===== src/rtl/hero_write_deframer.sv =====
`default_nettype none
// ============================================================================
// Module      : hero_write_deframer
// Description : Frames hero write beats into a FWFT buffer with last markers,
//               truncating or dropping malformed/overflowing transactions.
// Revision    : 1.0 - initial release
// ============================================================================
module hero_write_deframer #(
    parameter int HERO_WIDTH = 36,
    parameter int FIFO_DEPTH = 8,
    parameter int MAX_BEATS  = 16
) (
    input  logic                  clk,
    input  logic                  rst_n,
    input  logic [1:0]            hero_cycle_type,
    input  logic [HERO_WIDTH-1:0] hero_wdat,
    input  logic                  hero_clk_en,
    output logic                  out_valid,
    input  logic                  out_ready,
    output logic [HERO_WIDTH-1:0] out_data,
    output logic                  out_last,
    output logic [15:0]           txn_count,
    output logic                  err_overflow,
    output logic                  err_protocol,
    input  logic                  err_clr
);

    localparam int AW = $clog2(FIFO_DEPTH);
    localparam int CW = $clog2(MAX_BEATS + 1);

    localparam logic [1:0]    c_TYPE_VALID = 2'd1;
    localparam logic [1:0]    c_TYPE_DONE  = 2'd2;
    localparam logic [1:0]    c_TYPE_ILL   = 2'd3;
    localparam logic [CW-1:0] c_LAST_BEAT  = CW'(MAX_BEATS - 1);

    typedef enum logic [1:0] {
        ST_IDLE = 2'd0,
        ST_BUSY = 2'd1,
        ST_DROP = 2'd2
    } state_t;

    state_t                r_state;
    state_t                w_state_nxt;
    logic [CW-1:0]         r_beat_cnt;
    logic [CW-1:0]         w_beat_cnt_nxt;
    logic [AW:0]           r_wr_ptr;
    logic [AW:0]           r_rd_ptr;
    logic [HERO_WIDTH-1:0] r_mem_data [FIFO_DEPTH];
    logic [FIFO_DEPTH-1:0] r_mem_last;
    logic                  r_armed;
    logic [15:0]           r_txn_count;
    logic                  r_err_ovf;
    logic                  r_err_prot;

    logic          w_empty;
    logic          w_full;
    logic          w_single;
    logic          w_pop;
    logic          w_live;
    logic          w_illegal;
    logic          w_is_done;
    logic          w_can_push;
    logic          w_push;
    logic          w_push_last;
    logic          w_set_ovf;
    logic          w_set_prot;
    logic          w_interrupt;
    logic          w_force_last;
    logic [AW-1:0] w_tail_idx;

    assign w_empty    = (r_wr_ptr == r_rd_ptr);
    assign w_full     = (r_wr_ptr[AW] != r_rd_ptr[AW]) &&
                        (r_wr_ptr[AW-1:0] == r_rd_ptr[AW-1:0]);
    assign w_single   = ((r_wr_ptr - r_rd_ptr) == (AW+1)'(1));
    assign w_pop      = !w_empty && out_ready;
    assign w_is_done  = (hero_cycle_type == c_TYPE_DONE);
    // r_armed masks the bus for the first cycle after reset release
    assign w_live     = r_armed && hero_clk_en &&
                        ((hero_cycle_type == c_TYPE_VALID) || w_is_done);
    assign w_illegal  = r_armed && hero_clk_en && (hero_cycle_type == c_TYPE_ILL);
    assign w_can_push = !w_full || w_pop;
    assign w_tail_idx = r_wr_ptr[AW-1:0] - AW'(1);

    // The interrupted beat is the newest entry; it is gone once the FIFO
    // drains or if it leaves through the handshake this very cycle.
    assign w_force_last = w_interrupt && !w_empty && !(w_pop && w_single);

    always_comb begin
        w_state_nxt    = r_state;
        w_beat_cnt_nxt = r_beat_cnt;
        w_push         = 1'b0;
        w_push_last    = 1'b0;
        w_set_ovf      = 1'b0;
        w_set_prot     = 1'b0;
        w_interrupt    = 1'b0;
        case (r_state)
            ST_IDLE, ST_BUSY: begin
                if (w_illegal) begin
                    w_set_prot     = 1'b1;
                    w_interrupt    = (r_state == ST_BUSY);
                    w_state_nxt    = ST_DROP;
                    w_beat_cnt_nxt = '0;
                end else if (w_live && !w_can_push) begin
                    w_set_ovf      = 1'b1;
                    w_interrupt    = (r_state == ST_BUSY);
                    w_state_nxt    = ST_DROP;
                    w_beat_cnt_nxt = '0;
                end else if (w_live && w_is_done) begin
                    w_push         = 1'b1;
                    w_push_last    = 1'b1;
                    w_state_nxt    = ST_IDLE;
                    w_beat_cnt_nxt = '0;
                end else if (w_live) begin
                    w_push = 1'b1;
                    if (r_beat_cnt == c_LAST_BEAT) begin
                        w_push_last    = 1'b1;
                        w_set_prot     = 1'b1;
                        w_state_nxt    = ST_DROP;
                        w_beat_cnt_nxt = '0;
                    end else begin
                        w_state_nxt    = ST_BUSY;
                        w_beat_cnt_nxt = r_beat_cnt + CW'(1);
                    end
                end
            end
            ST_DROP: begin
                w_set_prot = w_illegal;
                if (w_live && w_is_done) begin
                    w_state_nxt = ST_IDLE;
                end
            end
            default: begin
                w_state_nxt    = ST_IDLE;
                w_beat_cnt_nxt = '0;
            end
        endcase
    end

    always_ff @(posedge clk or negedge rst_n) begin
        if (!rst_n) begin
            r_state     <= ST_IDLE;
            r_beat_cnt  <= '0;
            r_wr_ptr    <= '0;
            r_rd_ptr    <= '0;
            r_armed     <= 1'b0;
            r_txn_count <= '0;
            r_err_ovf   <= 1'b0;
            r_err_prot  <= 1'b0;
        end else begin
            r_state    <= w_state_nxt;
            r_beat_cnt <= w_beat_cnt_nxt;
            r_armed    <= 1'b1;
            if (w_push) begin
                r_wr_ptr <= r_wr_ptr + (AW+1)'(1);
            end
            if (w_pop) begin
                r_rd_ptr <= r_rd_ptr + (AW+1)'(1);
            end
            if (((w_push && w_push_last) || w_force_last) && (r_txn_count != 16'hFFFF)) begin
                r_txn_count <= r_txn_count + 16'd1;
            end
            if (w_set_ovf) begin
                r_err_ovf <= 1'b1;
            end else if (r_armed && err_clr) begin
                r_err_ovf <= 1'b0;
            end
            if (w_set_prot) begin
                r_err_prot <= 1'b1;
            end else if (r_armed && err_clr) begin
                r_err_prot <= 1'b0;
            end
        end
    end

    // Storage is not reset; outputs are masked while the FIFO is empty.
    always_ff @(posedge clk) begin
        if (w_push) begin
            r_mem_data[r_wr_ptr[AW-1:0]] <= hero_wdat;
            r_mem_last[r_wr_ptr[AW-1:0]] <= w_push_last;
        end else if (w_force_last) begin
            r_mem_last[w_tail_idx] <= 1'b1;
        end
    end

    assign out_valid    = !w_empty;
    assign out_data     = w_empty ? '0 : r_mem_data[r_rd_ptr[AW-1:0]];
    assign out_last     = w_empty ? 1'b0 : r_mem_last[r_rd_ptr[AW-1:0]];
    assign txn_count    = r_txn_count;
    assign err_overflow = r_err_ovf;
    assign err_protocol = r_err_prot;

endmodule
`default_nettype wire


===== config.mk =====
export PLATFORM = sky130hd
export DESIGN_NAME = hero_write_deframer
export DESIGN_NICKNAME = d
export VERILOG_FILES = /design/src/rtl/hero_write_deframer.sv
export SDC_FILE = /design/constraint.sdc
export NUM_CORES = 1
export LEC_CHECK = 0
export CORE_AREA = 2 2 144 216
export DETAILED_ROUTE_END_ITERATION = 8
export DIE_AREA = 0 0 146 218
export GPL_TIMING_DRIVEN = 0
export PLACE_DENSITY_LB_ADDON = 0.15
export RECOVER_POWER = 100
export SYNTH_ARGS = -nofsm -noshare
export SYNTH_HDL_FRONTEND = slang
export SYNTH_SLANG_ARGS = --single-unit
export TNS_END_PERCENT = 30

===== constraint.sdc =====
create_clock -name clk -period 4.87 [get_ports clk]
set_input_delay 0.7305 -clock clk [delete_from_list [all_inputs] [get_ports clk]]
set_output_delay 0.7305 -clock clk [all_outputs]
set_load 0.02 [all_outputs]

### Yosys cells after proc, flatten, opt, wreduce, memory -nomap -nowiden

Memory sizes are Yosys's and may differ from the RTL's.
Index checks and enable logic that the tools add are counted.

| cells by class | value |
|---|---|
| add/sub/neg operators | 6 |
| order comparisons | 5 |
| eq/ne operators | 13 |
| mux-type cells | 50 |
| bitwise operators | 2 |
| reduce and logical (&&, ||, !) cells | 29 |

Operators by type and width:

| kind | number |
|---|---|
| $mux 36 | 1 |
| $mux 1 | 29 |
| $mux 5 | 5 |
| $add 16x1->16 const B | 1 |
| $mux 8 | 2 |
| $ne 16x16->1 const B | 1 |
| $logic_and 1x1->1 | 15 |
| $lt 3x4->1 const B | 3 |
| $mux 2 | 6 |
| $pmux 5 s2 | 1 |
| $add 4x1->4 const B | 2 |
| $bwmux 8 | 1 |
| $or 8x8->8 | 1 |
| $demux 1 s3 | 2 |
| $eq 2x2->1 const B | 3 |
| $ge 3x1->1 const B | 2 |
| $reduce_bool 2->1 | 3 |
| $add 5x1->5 const B | 1 |
| $eq 5x4->1 const B | 1 |
| $ne 5x5->1 const B | 1 |
| $eq 2x1->1 const B | 2 |
| $eq 4x1->1 const B | 1 |
| $eq 4x4->1 | 1 |
| $logic_not 1->1 | 4 |
| 13 further kinds | 16 |

| word-level totals | value |
|---|---|
| register bits | 42 |
| memory bits (writable) | 288 |
| bits of input ports | 43 |
| memories | 1 |

Memory list:

| name | words | width | rd ports | clocked after Yosys merged registers in | write ports | line | text |
|---|---|---|---|---|---|---|---|
| r_mem_data | 8 | 36 | 1 | 0 | 1 | 48 | `logic [HERO_WIDTH-1:0] r_mem_data [FIFO_DEPTH];` |

### Logic depth before layout (Yosys ltp)

Gate-level depths: netlist of the first run.

| depth | value |
|---|---|
| depth after elaboration | 13 |
| mapped depth | 12 |
| gate-level depth less buffers | 9 |

### Least setup slack after synthesis of the first run

No wires, ideal clock.

| path | value |
|---|---|
| path kind | reg2reg |
| start point | register r_rd_ptr[1] |
| end point | memory r_mem_data[5][0] (enable) |
| arrival time | 3455 ps |
| slack | 1025 ps |
| cell stages (with the launch flop) | 11 |
| path buffers | 3 |
| clock period less this slack | 3845 ps |
| cells stage by stage | dfrtp_1 clkbuf_1 clkbuf_1 buf_1 inv_1 ha_1 and4b_4 a2111oi_4 and2_1 nand3_1 inv_1 |

| between the ends | value |
|---|---|
| longest elaborated chain between the ends | 11 |

Ends and longest elaborated chain:

| what | line | text |
|---|---|---|
| start: declaration | 47 | `logic [AW:0] r_rd_ptr;` |
| start signal: assignment | 157 | `r_rd_ptr <= r_rd_ptr + (AW+1)'(1);` |
| $eq 4x4->1 / $eq 3x3->1 (equally long branches) | 71, 73 |  |
| $logic_not 1->1 / $logic_and 1x1->1 (equally long branches) | 75, 72 |  |
| $logic_and 1x1->1 / $logic_not 1->1 (equally long branches) | 75, 81 |  |
| $logic_or 1x1->1 * | 81 | `assign w_can_push = !w_full \|\| w_pop;` |
| $logic_not 1->1 * | 103 | `end else if (w_live && !w_can_push) begin` |
| $logic_and 1x1->1 * | 103 |  |
| $mux 1 * | 103 |  |
| $mux 1 * | 98 | `if (w_illegal) begin` |
| $mux 1 * | 96 | `case (r_state)` |
| $mux 1 * | 177 | `if (w_push) begin` |
| $mux 1 (implied by the code) * | 178 | `r_mem_data[r_wr_ptr[AW-1:0]] <= hero_wdat;` |
| end: declaration | 48 |  |

Mark *: on every way between the ends. The rest lies on a longest branch, timed or not.

### Worst setup path in the final report of the first run

| path | value |
|---|---|
| start point | register r_rd_ptr[1] |
| end point | output port out_data[17] |

| between the ends | value |
|---|---|
| longest elaborated chain between the ends | 2 |

Ends and longest elaborated chain:

| what | line | text |
|---|---|---|
| $mem_v2 8x36 / $eq 4x4->1 (equally long branches) | -- |  |
| $mux 36 * | 186 | `assign out_data = w_empty ? '0 : r_mem_data[r_rd_ptr[AW-1:0]];` |
| end: declaration | 20 | `output logic [HERO_WIDTH-1:0] out_data,` |

Marks and branches as above.

==> metrics.md, run 1 <==
| Metric | Value |
|---|---|
| Status | complete, but fails checks |
| Failing checks | capacitance limit, slew limit |
| Nets@finish | 935 |
| Largest net degree at the start of global routing | 35 |
| Routed len/inst | 22.5 um |
| Initial Util | 0.443 |
| RSZ-0062 raised after global routing | false |
| HP Class | flip-flop to flip-flop |
| Area of the core | 30100 um2 |
| Top cells by count, synth | edfxtp_1, nand2_1, mux4_2 |
| Gate power share | 0.359 |
| Final setup vio count | 0 |
| Reg2reg end | r_mem_data[5][23]$_DFFE_PP_ |
| Vias in the first global route | 7724 |
| Cell Rows | 78 |
| Critical Path End Type | primary output |
| Worst EP required | 4140 ps |
| Synth area leader | edfxtp_1 |
| CTS tree | done |
| Critical Path Fanout Max | 19 |
| Avg Cell Area, Syn | 17.9 um2 |
| EDFF count, synth | 296 |
| Final Hold Vio Count | 0 |
| Final WL | 29400 um |
| Internal | 5.96 mW |
| Dominant cells by area after synthesis | edfxtp_1, mux4_2, dfrtp_1 |
| Die height | 218 um |
| Cell count after synthesis | 743 |
| H-tree Lvls | 1 |
| Antenna Nets Post-Route | 0 |
| Layout cells sized above 1 | 0.172 |
| Net Switching | 2.95 mW |
| Number of DRC markers in iteration 0 | 547 |
| Ys flop type | edfxtp_1 |
| Initial DRT Pass Iterations | 8 |
| CP Class | flip-flop to primary output |
| Worst setup SP type | flip-flop |
| Count of cell types in the netlist | 52 |
| CP Capture Point | out_data[17] |
| Power Total | 8.91 mW |
| Post-Syn Area | 13300 um2 |
| Top cell type's share of synthesized area | 0.668 |
| FFs w/ async S/R, synth | 0.103 |
| Slew @ Worst Pin | 1870 ps |
| Leakage | 5.44 nW |
| Switch share | 0.331 |
| Die footprint | 31800 um2 |
| Max Slew Vio Count | 35 |
| GPL Wtd Cong | 0.801 |
| #FFs+latches synth | 330 |
| # IOs | 99 |
| Crit share post-route | 0.954 |
| CTS max path bufs | 3 |
| Setup TNS | 0 ps |
| Cells on worst reg2reg path | 10 |
| Net Count, Synth | 797 |
| Most common cell in the netlist | edfxtp_1 |
| Post-route DRC | 0 |
| First-pass GRT wire length | 45100 um |
| Power share of the clock group | 0.270 |
| Pre-CTS WS | -592 ps |
| Post-DP HPWL | 18400 um |
| Clock-pin slew on the worst setup and hold paths | 70 ps |
| Worst setup margin | 226 ps |
| # Post-CTS Setup Buffers | 0 |
| Initial antenna violation count | 4 |
| CP startpoint | r_rd_ptr[1]$_DFFE_PN0P_ |
| DIE WIDTH | 146 um |
| Global route overflow | 0 |
| Reg power frac | 0.371 |
| Post-cts sizing count | 6 |
| CTS root buffer | clkbuf_16 |
| Inserted Clock Buffers | 31 |
| Internal reg-to-reg setup slack | 460 ps |
| Crit Reg-Reg Startpoint | r_rd_ptr[1]$_DFFE_PN0P_ |
| Worst vdd ir | 0.000346 V |
| Clk_lat worst skew | 570 ps |
| Crit path DAT | 3910 ps |
| Achievable Freq | 215 MHz |
| Min Clock Period, post-route | 4640 ps |
| Clk_skew | 11.4 ps |
| Sequential share of the synthesized area | 0.732 |
| Hold Buf Count CTS | 0 |
| Hold path depth | 1 |
| DR vias/cell | 5.47 |
| Gr usage total | 0.187 |
| Clk sink count | 330 |
| Pwr/cell area | 565 nW/um2 |
| Max cap viols | 1 |
| Area Overhead vs Synth | 18.6% |
| Max_slew headroom | -0.249 |
| Yosys Warn Count | 0 |
| Count of input and output buffers | 98 |
| Routed via count | 7145 |
[stage by stage]
step | utilization | area, um2 | hold slack (ps) | instances
3_3_place_gp | 0.492 | 14800 | 463 | 1241
4_1_cts | 0.531 | 16000 | 240 | 1305
2_1_floorplan | - | 13300 | 435 | 743
3_5_place_dp | 0.497 | 14900 | 495 | 1249
5_1_grt | 0.525 | 15800 | 531 | 1306
6_report | 0.525 | 15800 | 492 | 1306
[layer usage]
layer	up-vias	share of wire	track usage
met2	195	0.54	0.348
met3	52	0.042	0.0255
li1	3182	-	-
met1	3712	0.40	0.228
met4	4	0.021	0.0524
met5	-	0.00072	0
[worst min-delay path by stage]
stage	start	slack [ps]	end
final	txn_count[13]$_DFFE_PN0P_	490	txn_count[13]$_DFFE_PN0P_
after global routing	txn_count[13]$_DFFE_PN0P_	530	txn_count[13]$_DFFE_PN0P_
after global placement	r_beat_cnt[3]$_DFFE_PN0P_	460	r_beat_cnt[3]$_DFFE_PN0P_
after CTS	rst_n	240	r_rd_ptr[1]$_DFFE_PN0P_
after detailed placement	txn_count[13]$_DFFE_PN0P_	500	txn_count[13]$_DFFE_PN0P_
after floorplan	rst_n	430	err_overflow$_DFFE_PN0P_
[cell type report]
class,count,area [um2]
diodes,1,2.50
plain buffers,36,165
clock buffers,34,787
clock inverters,23,219
fillers,2554,14300
inverters,16,60.1
multi-input cells,360,3300
flip-flops and latches,330,9740
well taps,400,500
repair buffers,106,1010
[placed cells by master, fill, tap and decap left out, types with 6 or more instances in the layout]
cell type,n
edfxtp_1,296
nor2_1,14
xnor2_1,20
clkinv_1,7
clkinv_2,7
buf_2,10
nand3_1,20
ha_1,10
clkbuf_16,31
nand4_1,7
inv_1,16
clkdlybuf4s50_1,6
dlygate4sd3_1,91
nand2_1,100
clkbuf_1,21
clkbuf_2,11
dfrtp_1,34
a21oi_1,49
o21ai_0,11
o22ai_1,8
mux4_2,74
[critical path: stages (launching register included)]
cell	delay [ps]
dfrtp_1	410
clkbuf_1	240
clkbuf_4	410
inv_1	90
ha_1	330
nand3_1	80
nor2_1	230
buf_2	360
clkbuf_2	370
a21oi_1	130
dlygate4sd3_1	680
[power groups by stage]
| stage | combinational, mW | clock, mW | sequential (mW) |
|---|---|---|---|
| after floorplan | 2.07 | 0 | 3.36 |
| after global placement | 3.31 | 0 | 3.36 |
| after detailed placement | 3.38 | 0 | 3.37 |
| after CTS | 3.40 | 2.46 | 3.31 |
| after global routing | 3.44 | 2.57 | 3.32 |
| final | 3.20 | 2.41 | 3.30 |
[cells by family (layout without fill, tap and decap cells)]
| logic type | Yosys count | in the layout | synth area share |
|---|---|---|---|
| DFF | 330 | 330 | 0.732 |
| and+or+nand+nor | 168 | 168 | 0.0582 |
| AOI/OAI and AO/OA | 78 | 78 | 0.0364 |
| muxes | 77 | 77 | 0.128 |
| buffers and inverters | 53 | 215 | 0.0172 |
| xor gates and xnor gates | 25 | 25 | 0.0170 |
| adders and majority gates | 11 | 11 | 0.0109 |
| other | 1 | 2 | 0.000282 |
[flip-flops by register name (all words and copies together), names as in the netlist]
name and count:
r_mem_data 288, err_overflow 1, txn_count 16, r_mem_last 8
r_armed 1, err_protocol 1, r_wr_ptr 4, r_beat_cnt 5
r_state 2, r_rd_ptr 4
No activity file was read; power rests on OpenSTA's default activity.
==> inputs of run 2 (changes only) <==
- GPL_TIMING_DRIVEN: 0 -> unset
==> metrics.md, run 2 (synthesis results as in run 1) <==
| Metric | Value |
|---|---|
| Status | complete, but fails checks |
| Failing checks | capacitance limit, slew limit |
| Area after DPL | 14800 um2 (-0.82%) |
| Final Non-Filler Cells | 1277 (-2.2%) |
| Worst setup margin | 503 ps (+277 ps) |
| Met2 wire length | 15400 um (-3.0%) |
| GPL Wtd Cong | 0.794 (-0.94%) |
| CP Capture Point | out_valid |
| Hold Buf Count CTS | 0 (unchanged) |
| Antenna diodes | 0 (-1) |
| Final Util | 0.520 (-0.00529) |
| Routed len/inst | 22.1 um (-1.8%) |
| Critical Path Fanout Max | 37 (+18) |
| Highest Signal Layer | met4 |
| Vias in the first global route | 7747 (+0.30%) |
| Min Clock Period, post-route | 4370 ps (-277 ps) |
| Crit Reg-Reg Startpoint | r_rd_ptr[1]$_DFFE_PN0P_ |
| DR vias/cell | 5.51 (+0.77%) |
| Largest stage delay on the critical path | 800 ps (+120 ps) |
| Number of DRC markers in iteration 0 | 464 (-15%) |
| Die footprint | 31800 um2 (unchanged) |
| Cells on worst reg2reg path | 8 (-2) |
| CP startpoint | r_rd_ptr[1]$_DFFE_PN0P_ |
| CP bufs+invs | 4 (-2) |
| Leakage | 5.33 nW (-2.0%) |
| Internal reg-to-reg setup slack | 530 ps (+70 ps) |
| DIE WIDTH | 146 um (unchanged) |
| # IOs | 99 (unchanged) |
| Final setup vio count | 0 (unchanged) |
| Post-route DRC | 0 (unchanged) |
| Crit share post-route | 0.897 (-0.0569) |
| Inserted Clock Buffers | 31 (unchanged) |
| # Post-CTS Setup Buffers | 0 (unchanged) |
| M1 WL | 11100 um (-4.2%) |
| Global route overflow | 0 (unchanged) |
| Initial Util | 0.443 (unchanged) |
| Max Slew Vio Count | 35 (unchanged) |
| CP dominant cell by count | inv_1 |
| Crit path DAT | 3640 ps (-270 ps) |
| Max reg flops | 288 (unchanged) |
| Worst EP required | 4140 ps (about the same) |
| CP cell instances | inv_1, ha_1, nand3_1, nor2_4, buf_4, inv_1, dlygate4sd3_1 |
| Worst path slowest cell | dfrtp_4 |
| Clk_lat worst skew | 560 ps (about the same) |
| RSZ-0062 raised after global routing | false |
| Post-DP HPWL | 17200 um (-6.4%) |
| Layout cells sized above 1 | 0.165 (-0.00704) |
| Levels on crit path | 7 (-3) |
| Cell family with most CP delay | buffers and inverters |
| CTS tree | done |
| Cell Rows | 78 (unchanged) |
| H-tree Lvls | 1 (unchanged) |
| Clk sink count | 330 (unchanged) |
| Nets@finish | 909 (-2.8%) |
| Met3 routed WL | 1130 um (-9.0%) |
| Initial DRT Pass Iterations | 4 (-4) |
| Gr usage total | 0.182 (-0.00517) |
| Pwr/cell area | 551 nW/um2 (-2.5%) |
| Antenna Nets Post-Route | 0 (unchanged) |
| Final WL | 28200 um (-4.0%) |
| Reg2reg end | r_mem_data[0][25]$_DFFE_PP_ |
| Achievable Freq | 229 MHz (+6.3%) |
| Max cap viols | 1 (unchanged) |
| CTS max path bufs | 3 (unchanged) |
| Clk_skew | 10.1 ps (-1.33 ps) |
| Placed Instances | 1222 (-2.2%) |
| Final hold slack | 499 ps (+6.62 ps) |
| Largest net degree at the start of global routing | 44 (+26%) |
| Worst setup SP type | flip-flop |
| Setup TNS | 0 ps (unchanged) |
| First-pass GRT wire length | 44800 um (-0.79%) |
| Initial antenna violation count | 0 (-4) |
| Pre-CTS WS | 741 ps (+1330 ps) |
| Commonest non-fill, non-tap cell in the layout | edfxtp_1 |
| CP Class | flip-flop to primary output |
| Critical Path End Type | primary output |
| Final Hold Vio Count | 0 (unchanged) |
| Power Total | 8.60 mW (-3.5%) |
| HP Class | flip-flop to flip-flop |
| Max_slew headroom | -0.248 (+0.000587) |
| Worst vdd ir | 0.000285 V (-18%) |
| Fillers | 2519 (-1.4%) |
| Clock-pin slew on the worst setup and hold paths | 60 ps (about the same) |
| Count of input and output buffers | 98 (unchanged) |
| Die height | 218 um (unchanged) |
| Area of the core | 30100 um2 (unchanged) |
| Routed via count | 7040 (-1.5%) |
| Post-cts sizing count | 0 (-6) |
| CTS root buffer | clkbuf_16 |
| Fin area | 15600 um2 (-1.0%) |
| Commonest non-fill, non-tap cells in the layout | edfxtp_1, nand2_1, dlygate4sd3_1 |
| Slew @ Worst Pin | 1870 ps (-0.880 ps) |
| Area Overhead vs Synth | 17.4% |
run 2: cell count changes in the layout (fill, tap and decap cells not counted), moves of 4 or more:
cell	before	now
clkbuf_2	11	5
clkinv_1	7	11
buf_1	4	0
buf_2	10	0
buf_4	0	5
clkbuf_1	21	10
run 2: metal layers:
layer  GRT usage  up-vias
met5           0        -
met4      0.0492        0
met3      0.0249       40
met2       0.336      166
met1       0.225     3709
li1            -     3125
run 2: final cells by class:
class	instances	area [um2]	area share
flip-flops and latches	330	9750	0.624
clock buffers	35	791	0.0506
clock inverters	20	121	0.00777
multi-input cells	360	3310	0.212
inverters	16	60.1	0.00384
well taps	400	500	0.0320
repair buffers	116	1090	0.0700
run 2: how the worst min path moves through the flow:
stage	endpoint	slack, ps	cells past startpoint	from
6_report	r_beat_cnt[3]$_DFFE_PN0P_	500	1	r_beat_cnt[3]$_DFFE_PN0P_
5_1_grt	txn_count[13]$_DFFE_PN0P_	520	1	txn_count[13]$_DFFE_PN0P_
4_1_cts	r_beat_cnt[3]$_DFFE_PN0P_	510	1	r_beat_cnt[3]$_DFFE_PN0P_
3_5_place_dp	r_beat_cnt[3]$_DFFE_PN0P_	490	1	r_beat_cnt[3]$_DFFE_PN0P_
3_3_place_gp	r_beat_cnt[3]$_DFFE_PN0P_	470	1	r_beat_cnt[3]$_DFFE_PN0P_
2_1_floorplan	err_overflow$_DFFE_PN0P_	430	0	rst_n
run 2: power breakdown:
group | leakage [nW] | switching (mW) | internal [mW]
clock network | 0.441 | 1.00 | 1.21
logic | 1.78 | 1.61 | 1.32
registers | 3.11 | 0.231 | 3.23
run 2: worst reg2reg max path: cells and delay by family, from the launching register on:
| family | cells | cell delay, ps |
|---|---|---|
| flip-flops | 1 | 800 |
| AO/OA/AOI/OAI | 1 | 770 |
| AND/OR/NAND/NOR | 3 | 660 |
| adder cells (fa/ha/maj) | 1 | 330 |
| buffers and inverters | 3 | 1390 |
==> inputs of run 3 (changes only) <==
- CORE_AREA: 2 2 144 216 -> 2 2 137 205
- CTS_CLUSTER_DIAMETER: unset -> 50
- DIE_AREA: 0 0 146 218 -> 0 0 139 207
==> metrics.md, run 3 (synthesis results as in run 1) <==
| Metric | Value |
|---|---|
| H-tree Lvls | 1 (unchanged) |
| Commonest non-fill, non-tap cells in the layout | edfxtp_1, nand2_1, dlygate4sd3_1 |
| CTS tree | done |
| Clk sink count | 330 (unchanged) |
| DR vias/cell | 5.72 (+3.7%) |
| Clk_skew | 9.31 ps (-0.798 ps) |
| Final setup vio count | 0 (unchanged) |
| Placed Instances | 1162 (-4.9%) |
| Worst setup margin | 395 ps (-108 ps) |
| Hold path depth | 1 (unchanged) |
| Max_slew headroom | -0.298 (-0.0501) |
| Status | complete, but fails checks |
| DIE WIDTH | 139 um (-4.8%) |
| Slew @ Worst Pin | 1950 ps (+75.2 ps) |
| Antenna Nets Post-Route | 0 (unchanged) |
| Hold endpoint | r_beat_cnt[3]$_DFFE_PN0P_ |
| RSZ-0062 raised after global routing | false |
| Vias in the first global route | 7449 (-3.8%) |
| Inserted Clock Buffers | 31 (unchanged) |
| Worst Hold Launch | r_beat_cnt[3]$_DFFE_PN0P_ |
| Cells on worst reg2reg path | 8 (unchanged) |
| CTS max path bufs | 3 (unchanged) |
| Min Clock Period, post-route | 4480 ps (+108 ps) |
| Final Non-Filler Cells | 1221 (-4.4%) |
| Pre-CTS WS | 984 ps (+243 ps) |
| Global route overflow | 0 (unchanged) |
| Failing checks | capacitance limit, slew limit |
| Post-route DRC | 0 (unchanged) |
| Achievable Freq | 223 MHz (-2.4%) |
| Fillers | 2094 (-17%) |
| Crit path DAT | 3740 ps (+100 ps) |
| Max Slew Vio Count | 35 (unchanged) |
| Area Overhead vs Synth | 17.4% (about the same) |
| Final WL | 27200 um (-3.6%) |
| Routed via count | 6983 (-0.81%) |
| FF+latch area | 9750 um2 (unchanged) |
| Area of the core | 27000 um2 (-10%) |
| Final Util | 0.578 (+0.0578) |
| Worst setup SP type | flip-flop |
| # Post-CTS Setup Buffers | 0 (unchanged) |
| Fin area | 15600 um2 (about the same) |
| Worst EP required | 4140 ps (about the same) |
| CTS root buffer | clkbuf_16 |
| Initial antenna violation count | 4 (+4) |
| Crit Reg-Reg Startpoint | r_rd_ptr[0]$_DFFE_PN0P_ |
| CP Class | flip-flop to primary output |
| Area of the multi-input gates | 3300 um2 (-0.45%) |
| Leakage | 5.33 nW (about the same) |
| Die height | 207 um (-5.0%) |
| Initial Util | 0.492 (+0.0495) |
| Count of input and output buffers | 98 (unchanged) |
| Critical Path Fanout Max | 32 (-14%) |
| Critical Path End Type | primary output |
| Reg2reg end | r_mem_data[4][10]$_DFFE_PP_ |
| Post-cts sizing count | 0 (unchanged) |
| Hold Buf Count CTS | 0 (unchanged) |
| Crit share post-route | 0.919 (+0.0222) |
| First-pass GRT wire length | 42500 um (-5.1%) |
| GPL Wtd Cong | 0.846 (+6.6%) |
| Worst vdd ir | 0.000484 V (+70%) |
| Commonest non-fill, non-tap cell in the layout | edfxtp_1 |
| Die footprint | 28800 um2 (-9.6%) |
| Initial DRT Pass Iterations | 5 (+1) |
| Final Hold Vio Count | 0 (unchanged) |
| HP Class | flip-flop to flip-flop |
| Gr usage total | 0.191 (+0.00913) |
| Cell Rows | 74 (-5.1%) |
| Max cap viols | 1 (unchanged) |
| Max reg flops | 288 (unchanged) |
| Layout cells sized above 1 | 0.171 (+0.00590) |
| Clock-pin slew on the worst setup and hold paths | 70 ps (about the same) |
| Post-DP HPWL | 16100 um (-6.4%) |
| Nets@finish | 907 (-0.22%) |
| Routed len/inst | 22.2 um (+0.77%) |
| Number of DRC markers in iteration 0 | 496 (+6.9%) |
| Largest net degree at the start of global routing | 55 (+25%) |
| Internal reg-to-reg setup slack | 530 ps (about the same) |
| Area after DPL | 14700 um2 (-0.68%) |
| Setup TNS | 0 ps (unchanged) |
| Pwr/cell area | 559 nW/um2 (+1.5%) |
| Clk_lat worst skew | 560 ps (about the same) |
| # IOs | 99 (unchanged) |
run 3: cell types whose count changed in the layout (fill, tap and decap cells not counted), moves of 4 or more:
cell / change
clkdlybuf4s50_1: +15
dlygate4sd3_1: -15
clkbuf_1: -4
inv_1: -4
run 3: critical path, cell delays in order (launching register included):
cell	delay (ps)
dfrtp_4	720
ha_1	430
nand3_1	120
nor2_4	730
clkbuf_2	500
a21oi_1	110
clkdlybuf4s50_1	560
run 3: final cells by class:
cell class	count	area share
Timing Repair Buffer	114	0.0703
Clock inverter	21	0.0121
Clock buffer	35	0.0506
Inverter	16	0.00385
Multi-Input combinational cell	360	0.211
Sequential cell	330	0.624
Antenna cell	3	0.000481
Tap cell	342	0.0274
run 3: routing by layer:
layer / vias to the layer above / wire length (um) / global-route usage
met1: 3630 / 10600 / 0.236
met2: 165 / 14700 / 0.347
met4: 2 / 684 / 0.0585
met5: - / 13 / 0
li1: 3140 / - / -
met3: 46 / 1130 / 0.0298
run 3: through the flow:
stage | total power, mW | hold slack (ps)
after floorplan | 5.43 | 435
after detailed placement | 6.61 | 478
after global placement | 6.58 | 466
final | 8.73 | 490
after global routing | 9.14 | 530
after CTS | 8.93 | 490
run 3: worst max-delay path by stage:
stage,startpoint,end,cells after the start
4_1_cts,r_rd_ptr[0]$_DFFE_PN0P_,out_data[28],6
2_1_floorplan,r_rd_ptr[1]$_DFFE_PN0P_,r_mem_data[5][0]$_DFFE_PP_,10
6_report,r_rd_ptr[0]$_DFFE_PN0P_,out_data[30],6
3_5_place_dp,hero_cycle_type[0],r_mem_data[4][22]$_DFFE_PP_,10
5_1_grt,r_rd_ptr[0]$_DFFE_PN0P_,out_data[21],5
3_3_place_gp,hero_cycle_type[0],r_mem_data[4][18]$_DFFE_PP_,10
run 3: report_power, final:
| part | switching (mW) | internal, mW |
|---|---|---|
| Sequential | 0.225 | 3.23 |
| Combinational | 1.59 | 1.36 |
| Clock | 1.00 | 1.32 |
| Total | 2.82 | 5.91 |
